[src/rtl/hazard_ctrl.sv]
// hazard_ctrl: pipeline stall/flush sequencing for the five-stage core.
// Serializes CSR instructions (drain before read, hold younger work until
// the CSR retires) and tracks an in-flight fetch made stale by a redirect.
module hazard_ctrl #(
    parameter int unsigned POST_CYCLES = 3
) (
    input  logic       clk,
    input  logic       reset,
    input  logic       i_busy,
    input  logic       d_busy,
    input  logic       ex_busy,
    input  logic       redirect,
    input  logic       trap,
    input  logic       d_valid,
    input  logic       d_is_csr,
    input  logic       d_use1,
    input  logic       d_use2,
    input  logic [4:0] d_ra1,
    input  logic [4:0] d_ra2,
    input  logic       e_valid,
    input  logic       e_is_load,
    input  logic [4:0] e_rd,
    input  logic       m_valid,
    input  logic       w_valid,
    output logic       stall_f,
    output logic       stall_d,
    output logic       stall_e,
    output logic       stall_m,
    output logic       flush_d,
    output logic       flush_e,
    output logic       flush_m,
    output logic       flush_w,
    output logic       discard_fetch,
    output logic       serializing
);

    localparam int unsigned CNT_W = 2;
    localparam int unsigned REG_W = 5;

    typedef enum logic [1:0] {
        ST_RUN   = 2'd0,
        ST_DRAIN = 2'd1,
        ST_POST  = 2'd2
    } state_t;

    state_t             r_state;
    state_t             w_state_nxt;
    logic [CNT_W-1:0]   r_cnt;
    logic [CNT_W-1:0]   w_cnt_nxt;
    logic               r_disc_pend;
    logic               w_disc_pend_nxt;

    logic               w_pipe_occ;
    logic               w_csr_in_d;
    logic               w_load_use;
    logic               w_redirect_eff;
    logic               w_disc_set;

    // Occupancy and hazard qualifiers shared by the priority chain.
    always_comb begin
        w_pipe_occ     = e_valid | m_valid | w_valid;
        w_csr_in_d     = d_valid & d_is_csr;
        w_load_use     = d_valid & e_valid & e_is_load & (e_rd != REG_W'(0)) &
                         ((d_use1 & (d_ra1 == e_rd)) | (d_use2 & (d_ra2 == e_rd)));
        w_redirect_eff = redirect & ~d_busy & ~ex_busy;
        w_disc_set     = (trap | w_redirect_eff) & i_busy;
    end

    // Stale-fetch flag: set on a redirect/trap with a fetch in flight,
    // cleared when that fetch finally returns.
    always_comb begin
        w_disc_pend_nxt = w_disc_set | (r_disc_pend & i_busy);
    end

    // State register, POST counter and stale-fetch flag.
    always_ff @(posedge clk or negedge reset) begin
        if (!reset) begin
            r_state     <= ST_RUN;
            r_cnt       <= CNT_W'(0);
            r_disc_pend <= 1'b0;
        end else begin
            r_state     <= w_state_nxt;
            r_cnt       <= w_cnt_nxt;
            r_disc_pend <= w_disc_pend_nxt;
        end
    end

    // Priority-ordered next-state and stall/flush decode.
    always_comb begin
        w_state_nxt = r_state;
        w_cnt_nxt   = r_cnt;
        stall_f     = 1'b0;
        stall_d     = 1'b0;
        stall_e     = 1'b0;
        stall_m     = 1'b0;
        flush_d     = 1'b0;
        flush_e     = 1'b0;
        flush_m     = 1'b0;
        flush_w     = 1'b0;

        if (trap) begin
            // F reloads with the trap vector, so it is never held here.
            stall_f     = 1'b0;
            flush_d     = 1'b1;
            flush_e     = 1'b1;
            flush_m     = 1'b1;
            w_state_nxt = ST_RUN;
            w_cnt_nxt   = CNT_W'(0);
        end else if (d_busy) begin
            stall_f = 1'b1;
            stall_d = 1'b1;
            stall_e = 1'b1;
            stall_m = 1'b1;
            flush_w = 1'b1;
        end else if (ex_busy) begin
            stall_f = 1'b1;
            stall_d = 1'b1;
            stall_e = 1'b1;
            flush_m = 1'b1;
        end else if (redirect) begin
            // F reloads with the target PC; a CSR waiting in D is killed.
            stall_f = 1'b0;
            flush_d = 1'b1;
            flush_e = 1'b1;
            if (r_state == ST_DRAIN) begin
                w_state_nxt = ST_RUN;
            end
        end else if (r_state == ST_POST) begin
            stall_f   = 1'b1;
            stall_d   = 1'b1;
            flush_e   = 1'b1;
            w_cnt_nxt = r_cnt - CNT_W'(1);
            if (r_cnt == CNT_W'(1)) begin
                w_state_nxt = ST_RUN;
            end
        end else if (r_state == ST_DRAIN) begin
            if (w_pipe_occ) begin
                stall_f = 1'b1;
                stall_d = 1'b1;
                flush_e = 1'b1;
            end else begin
                w_state_nxt = ST_POST;
                w_cnt_nxt   = CNT_W'(POST_CYCLES);
            end
        end else if (w_csr_in_d) begin
            if (w_pipe_occ) begin
                stall_f     = 1'b1;
                stall_d     = 1'b1;
                flush_e     = 1'b1;
                w_state_nxt = ST_DRAIN;
            end else begin
                w_state_nxt = ST_POST;
                w_cnt_nxt   = CNT_W'(POST_CYCLES);
            end
        end else if (w_load_use) begin
            stall_f = 1'b1;
            stall_d = 1'b1;
            flush_e = 1'b1;
        end else if (i_busy) begin
            stall_f = 1'b1;
            flush_d = 1'b1;
        end
    end

    // Status outputs derived from registered state.
    always_comb begin
        discard_fetch = r_disc_pend & ~i_busy;
        serializing   = (r_state != ST_RUN);
    end

endmodule

[config.mk]
export PLATFORM = sky130hd
export DESIGN_NAME = hazard_ctrl
export DESIGN_NICKNAME = d
export VERILOG_FILES = /design/src/rtl/hazard_ctrl.sv
export SDC_FILE = /design/constraint.sdc
export NUM_CORES = 1
export LEC_CHECK = 0
export ABC_AREA = 1
export ABC_CLOCK_PERIOD_IN_PS = 2800
export CORE_MARGIN = 8
export CORE_UTILIZATION = 40
export CTS_BUF_LIST = sky130_fd_sc_hd__clkbuf_8
export DETAILED_ROUTE_END_ITERATION = 12
export GPL_TIMING_DRIVEN = 0
export PLACE_DENSITY = 0.82
export REMOVE_ABC_BUFFERS = 1
export SYNTH_ARGS = -nofsm -noshare
export SYNTH_HDL_FRONTEND = slang
export SYNTH_SLANG_ARGS = --single-unit
[constraint.sdc]
create_clock -name clk -period 2.8 [get_ports clk]
set_input_delay 0.42 -clock clk [delete_from_list [all_inputs] [get_ports clk]]
set_output_delay 0.42 -clock clk [all_outputs]
set_load 0.01 [all_outputs]
==> impl_metrics.env, run 1 <==
export IMPL_die_area_mm2=0.00340
export IMPL_dpl_cell_area_mm2=0.00113
export IMPL_drive_gt1_share_pct=12.1
export IMPL_hp_class="in2async"
export IMPL_via_per_inst=4.66
export IMPL_crit_type="in2out"
export IMPL_cp_end_kind="primary output"
export IMPL_drc_errors=0
export IMPL_place_hpwl_mm=1.84
export IMPL_portBuffers=39
export IMPL_track_usage_pct=12.6
export IMPL_avgSynthCellArea_um2=5.46
export IMPL_cts_tree="done"
export IMPL_area_growth_pct=65.2
export IMPL_worst_endpoint_arrival_ns=2.07
export IMPL_max_freq_mhz=402
export IMPL_grt_overflow=0
export IMPL_vdd_ir_drop_max_mv=0.335
export IMPL_cts_sinks=5
export IMPL_ios=40
export IMPL_finClkSkew_ns=0.00354
export IMPL_clkLatencyLatePin_ns=0.23
export IMPL_clk_pin_slew_ns=0.04
export IMPL_leakagePower_nw=0.629
export IMPL_cts_root_buf="clkbuf_8"
export IMPL_wl_per_cell_um=10.6
export IMPL_die_y_um=58.3
export IMPL_cts_buffers=3
export IMPL_worst_pin_slew_ns=0.364
export IMPL_final_net_count=208
export IMPL_num_rows=15
export IMPL_final_period_utilization_pct=88.9
export IMPL_grt_pass1_wl_mm=3.47
export IMPL_nFillCells=160
export IMPL_ys_ff_latch=5
export IMPL_worstPathRequired_ns=2.38
export IMPL_seq_area_frac_synth_pct=17.5
export IMPL_start_util_pct=41.9
export IMPL_synth_distinct_cells=21
export IMPL_rsz0062_at_grt="no"
export IMPL_cp_max_fo=3
export IMPL_antenna_found_initial=0
export IMPL_htree_levels=1
export IMPL_routed_wl_mm=2.10
export IMPL_drtPass1Iterations=4
export IMPL_yosysWarnings=0
export IMPL_cts_buffer_depth=2
export IMPL_grt_max_degree=9
export IMPL_finalPower_mw=0.471
export IMPL_outcome="finished clean"
export IMPL_fin_area_mm2=0.00118
export IMPL_final_setup_tns_ns=0
export IMPL_startpoint_type="primary input"
export IMPL_hold_violations=0
export IMPL_via_count=923
export IMPL_slew_headroom_pct=75.7
export IMPL_seq_area_um2=125
export IMPL_drt_iter0_drc=19
export IMPL_maxCapViolCount=0
export IMPL_finalWorstSetupSlack_ns=0.310
export IMPL_place_ws_ns=0.103
export IMPL_finalMaxSlewViolations=0
export IMPL_power_density_mw_per_mm2=398
export IMPL_antennaDiodeCount=0
export IMPL_multi_input_area_um2=477
export IMPL_period_minus_slack_ns=2.49
export IMPL_grt_pass1_vias=853
export IMPL_fin_util_pct=69.2
export IMPL_setup_viol=0
export IMPL_core_area_mm2=0.00171
export IMPL_ant_nets=0
export IMPL_synthCells=131
export IMPL_syn_area_um2=716
export IMPL_cts_setup_buffers=0
export IMPL_routabilityCongestion=0.818
export IMPL_die_w_um=58.3
export IMPL_hold_buffers=0
## path summary, 6_finish.rpt
kind                       slack (ns)  cells after the start              startpoint                endpoint
min                              0.41                      1                   reset    r_cnt[0]$_DFFE_PN0P_
max in group asynchronous        2.19                      1                   reset   r_disc_pend$_DFF_PN0_
min in group clk                 0.49                      1   r_disc_pend$_DFF_PN0_   r_disc_pend$_DFF_PN0_
max reg2reg                      1.27                      8  r_state[0]$_DFFE_PN0P_  r_state[1]$_DFFE_PN0P_
min reg2reg                      0.49                      1   r_disc_pend$_DFF_PN0_   r_disc_pend$_DFF_PN0_
max                              0.31                     11                 e_rd[1]                 flush_d
## where the power goes
part | leakage [nW] | switching [mW] | internal, mW
clock network | 0.0269 | 0.0393 | 0.0943
registers | 0.0644 | 0.0122 | 0.0899
logic | 0.538 | 0.117 | 0.118
## cells in the mapped netlist, drive strengths merged
| library cell | number | area [µm²] |
|---|---|---|
| a21oi | 6 | 41.3 |
| a31oi | 1 | 6.26 |
| buf | 1 | 7.51 |
| clkinv | 1 | 5.00 |
| dfrtp | 5 | 125 |
| ha | 4 | 50.1 |
| inv | 27 | 101 |
| nand2 | 44 | 175 |
| nand3 | 9 | 50.1 |
| nand4 | 3 | 18.8 |
| nor2 | 18 | 70.1 |
| nor3 | 2 | 10.0 |
| o21a | 1 | 7.51 |
| o21ai | 8 | 40.0 |
| o21bai | 1 | 7.51 |
## cell families after synthesis
family	count (synthesis)	share of synthesized area, %
simple gates	76	45.3
flops	5	17.5
buf+inv	29	15.9
fa+ha+maj	4	6.99
compound gates	17	14.3
## routing by layer
metal	vias up	global-route usage, %	part of all wire (%)
met5	-	0	0
met4	0	3.15	0
met3	0	5.43	6.9
met2	26	20.2	50
met1	401	14.9	43
li1	496	-	-
## state kept, by name, summed over array words and instances, names as in the netlist
signal,count
r_cnt,2
r_state,2
r_disc_pend,1
## cell usage in the layout (no fill, tap or decap), types with 4 or more instances in the layout
| cell type | Yosys | routed |
|---|---|---|
| nor2_1 | 17 | 17 |
| ha_1 | 4 | 4 |
| nand3_1 | 8 | 8 |
| inv_1 | 19 | 20 |
| dfrtp_1 | 5 | 5 |
| nand2_1 | 40 | 40 |
| clkdlybuf4s50_1 | 0 | 36 |
| inv_2 | 8 | 8 |
| nand2_2 | 4 | 4 |
| o21ai_1 | 5 | 5 |
## stage by stage
stage | cells | hold slack (ns)
after floorplan | 130 | 0.124
after global placement | 194 | 0.481
after detailed placement | 194 | 0.484
after CTS | 198 | 0.422
after global routing | 198 | 0.429
final | 198 | 0.415
## critical path, stage by stage
cell,delay (ns)
clkdlybuf4s50_1,0.52
inv_2,0.06
nand2_1,0.05
nand2_1,0.05
nor2_1,0.11
nand3_1,0.10
nand2_2,0.08
nand2_1,0.05
nand4_1,0.06
o21ai_0,0.08
clkdlybuf4s50_1,0.49
## area by class of cell
cell class                      instances  area share [%]
Multi-Input combinational cell         97            40.3
Timing Repair Buffer                   39            33.7
Sequential cell                         5            10.6
Inverter                               28            8.99
Clock buffer                            3            3.49
Tap cell                               25            2.65
Clock inverter                          1           0.317
## repair_timing
item,in CTS,in global routing
endpoints found under the setup margin,0,3
resized for setup,0,3
hold endpoints to repair,0,0
(Power assumes the default switching activity.)
==> run 2, diff against run 1 <==
Settings changed: CORE_MARGIN 8 to unset.
==> impl_metrics.env, run 2 (synthesis results as in run 1) <==
export IMPL_fin_area_mm2=0.00118
export IMPL_leakagePower_nw=0.605
export IMPL_power_density_mw_per_mm2=408
export IMPL_ios=40
export IMPL_die_y_um=44.3
export IMPL_via_count=938
export IMPL_finalPower_mw=0.480
export IMPL_place_hpwl_mm=1.66
export IMPL_cts_sinks=5
export IMPL_crit_path_top_delay_cell="clkdlybuf4s50_1"
export IMPL_ant_nets=0
export IMPL_outcome="finished clean"
export IMPL_fin_util_pct=73.8
export IMPL_via_per_inst=4.76
export IMPL_routed_wl_mm=2.06
export IMPL_grt_pass1_wl_mm=3.48
export IMPL_die_w_um=44.3
export IMPL_rsz0062_at_grt="no"
export IMPL_die_area_mm2=0.00196
export IMPL_cts_root_buf="clkbuf_8"
export IMPL_wl_per_cell_um=10.5
export IMPL_cp_end_kind="primary output"
export IMPL_worstPathRequired_ns=2.38
export IMPL_nFillCells=143
export IMPL_drc_errors=0
export IMPL_clkLatencyLatePin_ns=0.23
export IMPL_num_rows=14
export IMPL_portBuffers=39
export IMPL_antennaDiodeCount=0
export IMPL_hold_buffers=0
export IMPL_period_minus_slack_ns=2.66
export IMPL_slew_headroom_pct=74.2
export IMPL_final_cell_mix="nand2_1, clkdlybuf4s50_1, inv_1"
export IMPL_grt_max_degree=9
export IMPL_hp_class="in2async"
export IMPL_drt_iter0_drc=17
export IMPL_top_regs="r_cnt x2, r_state x2, r_disc_pend x1"
export IMPL_slowest_delay_ns=0.55
export IMPL_rr_endpoint="r_state[1]$_DFFE_PN0P_"
export IMPL_core_area_mm2=0.00159
export IMPL_cpMostUsedCell="nand2_2"
export IMPL_layout_cells_most_common="nand2_1"
export IMPL_crit_type="in2out"
export IMPL_final_period_utilization_pct=95.1
export IMPL_critPathTopFamily="buffers and inverters"
export IMPL_seq_area_um2=125
export IMPL_cts_tree="done"
export IMPL_maxCapViolCount=0
export IMPL_antenna_found_initial=0
export IMPL_grt_overflow=0
export IMPL_htree_levels=1
export IMPL_multi_input_area_um2=477
export IMPL_final_setup_tns_ns=0
export IMPL_drtPass1Iterations=4
export IMPL_clk_pin_slew_ns=0.04
export IMPL_dpl_cell_area_mm2=0.00113
export IMPL_worst_pin_slew_ns=0.387
export IMPL_final_net_count=208
export IMPL_max_freq_mhz=375
export IMPL_routabilityCongestion=0.791
export IMPL_finalMaxSlewViolations=0
export IMPL_cts_buffer_depth=2
export IMPL_finClkSkew_ns=0.000492
export IMPL_cp_cell_sequence="clkdlybuf4s50_1 > inv_2 > nand2_1 > nand2_1 > nor2_1 > nand3_1 > nand2_2 > nand3_2 > nand2_2 > nand2_2 > a21oi_2 > clkdlybuf4s50_1"
export IMPL_cts_buffers=3
export IMPL_start_util_pct=44.9
export IMPL_hold_violations=0
export IMPL_worst_endpoint_arrival_ns=2.24
export IMPL_track_usage_pct=24.0
export IMPL_setup_viol=0
export IMPL_ff2ff_path_depth=8
export IMPL_startpoint_type="primary input"
export IMPL_r2r_setup_slack_ns=1.17
export IMPL_path_buf_inv=3
export IMPL_grt_pass1_vias=844
export IMPL_vdd_ir_drop_max_mv=0.405
export IMPL_drive_gt1_share_pct=12.1
export IMPL_regToRegStartpoint="r_state[1]$_DFFE_PN0P_"
export IMPL_cp_max_fo=4
export IMPL_area_growth_pct=64.3
run 2: cell types whose count changed in the layout (fill, tap and decap cells not counted), sizes merged:
cell	previous run	this run
dlymetal6s2s	3	1
clkdlybuf4s50	36	38
run 2: metrics by stage:
stage	hold WS [ns]	instances	setup WS (ns)
finish	0.425	197	0.137
global route	0.438	197	0.0292
CTS	0.421	197	0.0944
detailed placement	0.484	193	0.116
global placement	0.478	193	0.144
floorplan	0.124	130	1.14
run 2: worst max-delay path by stage:
stage                           startpoint  endpoint  slack [ns]  depth (start not counted)
global route                       e_rd[1]   stall_f        0.03                         12
floorplan           r_state[1]$_DFFE_PN0P_   stall_f        1.14                          6
CTS                                e_rd[4]   flush_e        0.09                         12
finish                             e_rd[4]   stall_d        0.14                         12
global placement                   e_rd[4]   flush_e        0.14                         12
detailed placement                 e_rd[4]   flush_e        0.12                         12
run 2: repair_timing:
action | CTS | global route
buffers inserted | 0 | 0
resized for setup | 0 | 1
endpoints found under the setup margin | 0 | 1
run 2: routing by layer:
layer | global-route usage, % | part of all wire, %
met5 | 0 | 0
met4 | 8.48 | 1.4
met3 | 6.94 | 6.0
met2 | 38.8 | 46
met1 | 30.3 | 46
run 2: final cells by class:
type                            instances  share of cell area, %
Multi-Input combinational cell         97                   40.5
Tap cell                               24                   2.55
Inverter                               28                   9.04
Timing Repair Buffer                   39                   33.4
Clock inverter                          1                  0.319
Clock buffer                            3                   3.51
Sequential cell                         5                   10.6
run 2: power breakdown:
group          leakage [nW]  total (mW)  internal, mW  switching [mW]
logic                 0.513       0.242         0.120           0.122
clock network        0.0269       0.136        0.0945          0.0416
registers            0.0644       0.102        0.0899          0.0117
